$ cat src/rtl/serial_adder_seq_if.sv
// Request/response and adder-drive signals for serial_adder_seq.
// With SERIAL_ADDER_SEQ_CARRY_EN defined, carry_out is added to the bundle.
interface serial_adder_seq_if #(
  parameter int unsigned BIT = 4
);
  logic           start;
  logic [BIT-1:0] op_a;
  logic [BIT-1:0] op_b;
  logic           ready;
  logic           done;
  logic [BIT-1:0] sum;
  logic           adder_ctrl;
  logic [BIT-1:0] adder_a;
  logic [BIT-1:0] adder_b;
  logic [BIT-1:0] adder_result;
`ifdef SERIAL_ADDER_SEQ_CARRY_EN
  logic           carry_out;
`endif

  // Controller view: takes requests, drives the adder.
  modport slave (
    input  start, op_a, op_b, adder_result,
    output ready, done, sum, adder_ctrl, adder_a, adder_b
`ifdef SERIAL_ADDER_SEQ_CARRY_EN
    , output carry_out
`endif
  );

  // Requester/adder view.
  modport master (
    output start, op_a, op_b, adder_result,
    input  ready, done, sum, adder_ctrl, adder_a, adder_b
`ifdef SERIAL_ADDER_SEQ_CARRY_EN
    , input carry_out
`endif
  );
endinterface

$ cat src/rtl/serial_adder_seq.sv
// Sequencing controller for a serial_adder: load, BIT shift cycles, capture.
// Optional registered carry_out under SERIAL_ADDER_SEQ_CARRY_EN.
module serial_adder_seq #(
  parameter int unsigned BIT = 4
) (
  input logic            clk,
  input logic            reset,
  serial_adder_seq_if.slave bus
);
  localparam int unsigned CW = ($clog2(BIT) > 1) ? $clog2(BIT) : 1;

  typedef enum logic [1:0] {
    S_IDLE,
    S_LOAD,
    S_SHIFT,
    S_CAPTURE
  } state_t;

  state_t         r_state;
  state_t         w_next;
  logic [CW-1:0]  r_cnt;
  logic [BIT-1:0] r_a;
  logic [BIT-1:0] r_b;
  logic [BIT-1:0] r_sum;
  logic           r_done;
  logic           w_ctrl;
  logic           w_ready;
  logic           w_last;

  always_comb begin
    w_next  = r_state;
    w_ctrl  = 1'b0;
    w_ready = 1'b0;
    w_last  = (r_cnt == CW'(BIT - 1));
    case (r_state)
      S_IDLE: begin
        w_ready = 1'b1;
        if (bus.start) w_next = S_LOAD;
      end
      S_LOAD:    w_next = S_SHIFT;
      S_SHIFT: begin
        w_ctrl = 1'b1;
        if (w_last) w_next = S_CAPTURE;
      end
      S_CAPTURE: w_next = S_IDLE;
      default:   w_next = S_IDLE;
    endcase
  end

  always_ff @(posedge clk) begin
    if (reset) begin
      r_state <= S_IDLE;
      r_cnt   <= '0;
      r_a     <= '0;
      r_b     <= '0;
      r_sum   <= '0;
      r_done  <= 1'b0;
    end else begin
      r_state <= w_next;
      r_done  <= (r_state == S_CAPTURE);
      case (r_state)
        S_IDLE: begin
          if (bus.start) begin
            r_a <= bus.op_a;
            r_b <= bus.op_b;
          end
        end
        S_LOAD:    r_cnt <= '0;
        S_SHIFT:   r_cnt <= r_cnt + CW'(1);
        S_CAPTURE: r_sum <= bus.adder_result;
        default:   ;
      endcase
    end
  end

`ifdef SERIAL_ADDER_SEQ_CARRY_EN
  logic [BIT:0] w_full;
  logic         r_carry;

  // Carry is recomputed from the latched operands since the adder does not expose it.
  assign w_full = {1'b0, r_a} + {1'b0, r_b};

  always_ff @(posedge clk) begin
    if (reset) begin
      r_carry <= 1'b0;
    end else if (r_state == S_CAPTURE) begin
      r_carry <= w_full[BIT];
    end
  end

  assign bus.carry_out = r_carry;
`endif

  assign bus.ready      = w_ready;
  assign bus.done       = r_done;
  assign bus.sum        = r_sum;
  assign bus.adder_ctrl = w_ctrl;
  assign bus.adder_a    = r_a;
  assign bus.adder_b    = r_b;
endmodule

$ cat src/flat_wrapper.sv
// flat-port wrapper written by rule: the top's interface ports become plain ports
module serial_adder_seq_flat 
#(
  parameter int unsigned BIT = 4
)
  (clk, reset, bus_start, bus_op_a, bus_op_b, bus_adder_result, bus_ready, bus_done, bus_sum, bus_adder_ctrl, bus_adder_a, bus_adder_b);
  serial_adder_seq_if #(.BIT(BIT)) bus_i ();
  input logic clk;
  input logic reset;
  input wire logic [$bits(bus_i.start)-1:0] bus_start;
  input wire logic [$bits(bus_i.op_a)-1:0] bus_op_a;
  input wire logic [$bits(bus_i.op_b)-1:0] bus_op_b;
  input wire logic [$bits(bus_i.adder_result)-1:0] bus_adder_result;
  output wire logic [$bits(bus_i.ready)-1:0] bus_ready;
  output wire logic [$bits(bus_i.done)-1:0] bus_done;
  output wire logic [$bits(bus_i.sum)-1:0] bus_sum;
  output wire logic [$bits(bus_i.adder_ctrl)-1:0] bus_adder_ctrl;
  output wire logic [$bits(bus_i.adder_a)-1:0] bus_adder_a;
  output wire logic [$bits(bus_i.adder_b)-1:0] bus_adder_b;
  assign bus_i.start = bus_start;
  assign bus_i.op_a = bus_op_a;
  assign bus_i.op_b = bus_op_b;
  assign bus_i.adder_result = bus_adder_result;
  assign bus_ready = bus_i.ready;
  assign bus_done = bus_i.done;
  assign bus_sum = bus_i.sum;
  assign bus_adder_ctrl = bus_i.adder_ctrl;
  assign bus_adder_a = bus_i.adder_a;
  assign bus_adder_b = bus_i.adder_b;
  serial_adder_seq #(.BIT(BIT)) u_core (.clk(clk), .reset(reset), .bus(bus_i));
endmodule
$ cat config.mk
export PLATFORM = sky130hd
export DESIGN_NAME = serial_adder_seq_flat
export DESIGN_NICKNAME = d
export VERILOG_FILES = /design/src/rtl/serial_adder_seq_if.sv /design/src/rtl/serial_adder_seq.sv /design/src/flat_wrapper.sv
export SDC_FILE = /design/constraint.sdc
export NUM_CORES = 1
export LEC_CHECK = 0
export BUFFER_PORTS_ARGS = -buffer_cell sky130_fd_sc_hd__buf_2
export CAP_MARGIN = 20
export CORE_UTILIZATION = 48
export DETAILED_ROUTE_END_ITERATION = 12
export GPL_TIMING_DRIVEN = 0
export MAX_ROUTING_LAYER = met4
export PLACE_DENSITY = 0.92
export SLEW_MARGIN = 20
export SYNTH_ARGS = -nofsm -noshare
export SYNTH_HDL_FRONTEND = slang
export SYNTH_SLANG_ARGS = --single-unit
$ cat constraint.sdc
create_clock -name clk -period 3.07 [get_ports clk]
set_input_delay 0.614 -clock clk [delete_from_list [all_inputs] [get_ports clk]]
set_output_delay 0.614 -clock clk [all_outputs]
set_load 0.01 [all_outputs]
## Word-level counts from Yosys, hierarchy flattened

Cells that the tools add are included.

- Bits in registers: 17
- Bits of input ports: 15
- Output and inout bits: 15

- $add $sub $neg: 1
- Equal/unequal tests: 6
- Multiplexer cells: 6
- Reduce and logical (&&, ||, !) cells: 4

Operators with widths:

| operator | number |
|---|---|
| 2-bit one-hot mux with 4 select lines | 1 |
| 2-bit == test, second input constant | 3 |
| 2-bit 2-to-1 mux | 2 |
| 2-bit one-hot mux with 2 select lines | 1 |
| 2-bit AND reduction | 2 |
| 2-bit by 1-bit adder with 2-bit output, second input constant | 1 |
| 2-bit by 1-bit == test with 1-bit output, second input constant | 1 |
| 2-bit zero test | 1 |
| 1-bit 2-to-1 mux | 2 |
| 2-bit by 1-bit != test with 1-bit output, second input constant | 1 |
| 2-bit != test, second input constant | 1 |
| 2-bit nonzero test | 1 |

## Longest topological paths before layout

- Word-level depth: 3
- Gate-level depth with buffers: 6

## Worst setup path before layout

OpenSTA, ideal clock, no wires.

- Kind: register to output
- From: register u_core.r_state[0]
- To: output bus_adder_ctrl
- Arrival time: 0.665 ns
- Data required time: 2.456 ns
- Slack: 1.791 ns
- Stages on the path, launching flop included: 3
- Cell sequence: dfxtp_1 inv_1 ha_1

- Longest elaborated chain between the ends: 2

RTL lines:

| item | line | source |
|---|---|---|
| start, declared | serial_adder_seq.sv:19 | `state_t r_state;` |
| start signal, assigned | serial_adder_seq.sv:59 | `r_state <= w_next;` |
| 2-bit == test | serial_adder_seq.sv:35 | `case (r_state)` |
| 1-bit 2-to-1 mux | serial_adder_seq.sv:35 |  |
| end, declared | flat_wrapper.sv:17 | `output wire logic [$bits(bus_i.adder_ctrl)-1:0] bus_adder_ctrl;` |

Every way passes these cells.

## Worst setup path after layout

Same ends and word-level chain as after synthesis.

==> insert_results.sql <==
INSERT INTO impl_metrics (metric_group, metric, value, unit) VALUES
('status', 'status', 'finished, final reports clean', ''),
('synthesis', 'yosysSeqAreaShare', '48.7', '%'),
('finish', 'antenna_diode_count', '0', ''),
('worst_setup_path', 'r2r_depth', '6', ''),
('synthesis', 'synth-async-reset-ratio', '0', '%'),
('routing', 'number_of_search_and_repair_iterations_in_the_first_detailed_routing_pass', '4', ''),
('finish', 'multiInputGateArea', '313', 'µm²'),
('worst_setup_path', 'path_buf_inv', '2', ''),
('clocking', 'root_buffer', 'sky130_fd_sc_hd__clkbuf_4', ''),
('power', 'cellInternalPower', '0.433', 'mW'),
('synthesis', 'post_synth_num_cell_types', '17', ''),
('clocking', 'cts_tree', 'yes', ''),
('sta', 'final_max_slew_viol_count', '0', ''),
('worst_setup_path', 'critPathTopFamily', 'flip-flops', ''),
('global_routing', 'grt_start_max_net_pins', '11', ''),
('worst_setup_path', 'critPathRequiredTime', '2.46', 'ns'),
('power', 'switching_share', '37.4', '%'),
('worst_setup_path', 'worstSetupEndpointType', 'output pin', ''),
('worst_setup_path', 'critical_path.max_stage_delay', '0.38', 'ns'),
('floorplanning', 'top_level_ports', '30', ''),
('routing', 'postRouteAntennaNets', '0', ''),
('synthesis', 'ys_top_cells_by_count', 'sky130_fd_sc_hd__dfxtp_1 (17), sky130_fd_sc_hd__a21oi_1 (10), sky130_fd_sc_hd__nand2_1 (10)', ''),
('synthesis', 'combined_area_of_all_synthesized_cells', '698', 'µm²'),
('synthesis', 'yosysMostFrequentCell', 'sky130_fd_sc_hd__dfxtp_1', ''),
('routing', 'drt-wirelength-per-cell', '12.0', 'µm'),
('synthesis', 'yosysWarnings', '0', ''),
('placement', 'place.port_buffers', '28', ''),
('worst_setup_path', 'critical_path_class', 'reg -> out', ''),
('worst_setup_path', 'start_kind', 'flop', ''),
('sta', 'report.final.setup_viol', '0', ''),
('clocking', 'cts_buffers', '3', ''),
('sta', 'grt_setup_unrepaired', 'false', ''),
('synthesis', 'synth-main-ff-cell', 'sky130_fd_sc_hd__dfxtp_1', ''),
('worst_hold_path', 'timing.hold.worst.class', 'reg -> reg', ''),
('worst_setup_path', 'worst-path-max-fanout', '5', ''),
('floorplanning', 'die_x', '40.1', 'µm'),
('global_routing', 'first_global_vias', '516', ''),
('synthesis', 'number_of_enable_type_register_cells_in_the_synthesized_netlist', '0', ''),
('placement', 'hpwl', '1090', 'µm'),
('finish', 'fillCellCount', '118', ''),
('power', 'worst_ir_drop_vdd', '0.612', 'mV'),
('floorplanning', 'dieArea', '0.00161', 'mm²'),
('worst_setup_path', 'cp.arrival', '1.20', 'ns'),
('clocking', 'h-tree-depth', '1', ''),
('floorplanning', 'rows', '13', ''),
('power', 'power.sequential.fraction', '41.5', '%'),
('clocking', 'cts-hold-fix-buffers', '0', ''),
('global_routing', 'grt_util_all_layers', '20.5', '%'),
('synthesis', 'synth_area_per_cell', '9.31', 'µm²'),
('worst_setup_path', 'crit_path_top_delay_cell', 'sky130_fd_sc_hd__dfxtp_1', ''),
('clocking', 'cts.reportedPaths.clkPinSlew', '0.11', 'ns'),
('placement', 'numPlacedInstances', '118', ''),
('floorplanning', 'die-height', '40.1', 'µm'),
('clocking', 'clock_tree.buffer_depth', '2', ''),
('power', 'total_power_density_per_cell_area', '781', 'mW/mm²'),
('floorplanning', 'initial_core_util', '52.3', '%'),
('worst_hold_path', 'hold_depth', '2', ''),
('finish', 'seqCellArea', '340', 'µm²'),
('worst_setup_path', 'cp.depth', '3', ''),
('sta', 'period_needed', '1.81', 'ns'),
('synthesis', 'fraction_of_synthesized_cell_area_taken_by_the_top_area_cell_type', '48.7', '%'),
('finish', 'final_layout_size_suffix_gt1_share', '36.4', '%'),
('routing', 'via_per_inst', '5.07', ''),
('routing', 'remaining_drc_errors', '0', ''),
('worst_setup_path', 'path_cells', 'inv_1 > ha_1 > buf_2', ''),
('power', 'standby_leakage_power', '0.422', 'nW'),
('finish', 'layout-area-overhead-vs-synth', '26.7', '%'),
('sta', 'fmax', '0.553', 'GHz'),
('placement', 'place_congestion', '0.639', ''),
('power', 'clock_power_share', '17.8', '%'),
('clocking', 'ctsResizeCount', '0', '');
[power by group through the flow]
| stage | Sequential, mW | Clock [mW] | Combinational [mW] |
|---|---|---|---|
| 4_1_cts | 0.286 | 0.123 | 0.284 |
| 6_report | 0.286 | 0.123 | 0.282 |
| 2_1_floorplan | 0.301 | 0 | 0.189 |
| 5_1_grt | 0.291 | 0.133 | 0.315 |
| 3_5_place_dp | 0.292 | 0 | 0.283 |
| 3_3_place_gp | 0.288 | 0 | 0.271 |
[cell type report]
type                            count  share of cell area, %
Clock buffer                        3                   2.55
Clock inverter                      1                  0.566
Multi-Input combinational cell     49                   35.4
Tap cell                           15                   2.12
Inverter                            5                   2.12
Sequential cell                    17                   38.5
Timing Repair Buffer               28                   15.8
Buffer                              4                   2.97
[worst reg2reg max path, delay by kind of cell (launching register included)]
| family | cells | cell delay, ns |
|---|---|---|
| compound gates | 1 | 0.16 |
| simple gates | 2 | 0.23 |
| buf+inv | 2 | 0.28 |
| flops | 1 | 0.38 |
| fa+ha+maj | 1 | 0.24 |
[per-stage QoR]
stage | area (µm²) | setup slack [ns] | util, % | power [mW] | hold WS, ns
2_1_floorplan | 698 | 1.79 | - | 0.490 | 0.443
3_3_place_gp | 857 | 1.62 | 64.3 | 0.559 | 0.440
3_5_place_dp | 857 | 1.60 | 64.3 | 0.575 | 0.448
4_1_cts | 885 | 1.26 | 66.3 | 0.694 | 0.464
5_1_grt | 885 | 1.19 | 66.3 | 0.739 | 0.480
6_report | 885 | 1.26 | 66.3 | 0.691 | 0.464
[kinds of logic (layout without fill, tap and decap cells)]
family	after synthesis	after routing	share of synthesized area (%)
AOI/OAI and AO/OA	12	12	11.8
adders and majority gates	4	4	7.17
buffers and inverters	9	41	6.45
DFF	17	17	48.7
muxes	5	5	7.17
and+or+nand+nor	28	28	18.6
[routing by layer]
layer / vias to the layer above / track usage [%] / routed length, µm / share of wire, %
met5: - / - / 0 / 0
met4: 0 / 10.3 / 35 / 2.4
met3: 5 / 3.33 / 79 / 5.4
met2: 19 / 34.3 / 707 / 48
met1: 281 / 23.5 / 648 / 44
li1: 314 / - / - / -
[registers in the layout (all words and copies together), names as in the netlist]
signal	count
u_core.bus.done	1
u_core.bus.adder_b	4
u_core.bus.adder_a	4
u_core.r_cnt	2
u_core.r_state	2
u_core.bus.sum	4
[cells in the final DEF (no fill, tap or decap), types with 2 or more instances in the layout]
cell and instances:
sky130_fd_sc_hd__nand2b_1 2, sky130_fd_sc_hd__mux2i_1 5, sky130_fd_sc_hd__inv_1 4, sky130_fd_sc_hd__clkbuf_4 3, sky130_fd_sc_hd__nand2_1 10, sky130_fd_sc_hd__a21oi_1 10, sky130_fd_sc_hd__nor2_1 4, sky130_fd_sc_hd__dfxtp_1 17
sky130_fd_sc_hd__buf_2 31, sky130_fd_sc_hd__ha_1 4, sky130_fd_sc_hd__nand3_1 9
[worst paths after layout]
path	startpoint	end	slack (ns)
min	u_core.bus.adder_a[1]	u_core.bus.adder_a[1]	0.46
max	u_core.r_state[0]	bus_adder_ctrl	1.26
max reg2reg	u_core.r_state[0]	u_core.bus.adder_a[0]	1.70
min reg2reg	u_core.bus.adder_a[1]	u_core.bus.adder_a[1]	0.46
Power figures use the tool's default switching activity.
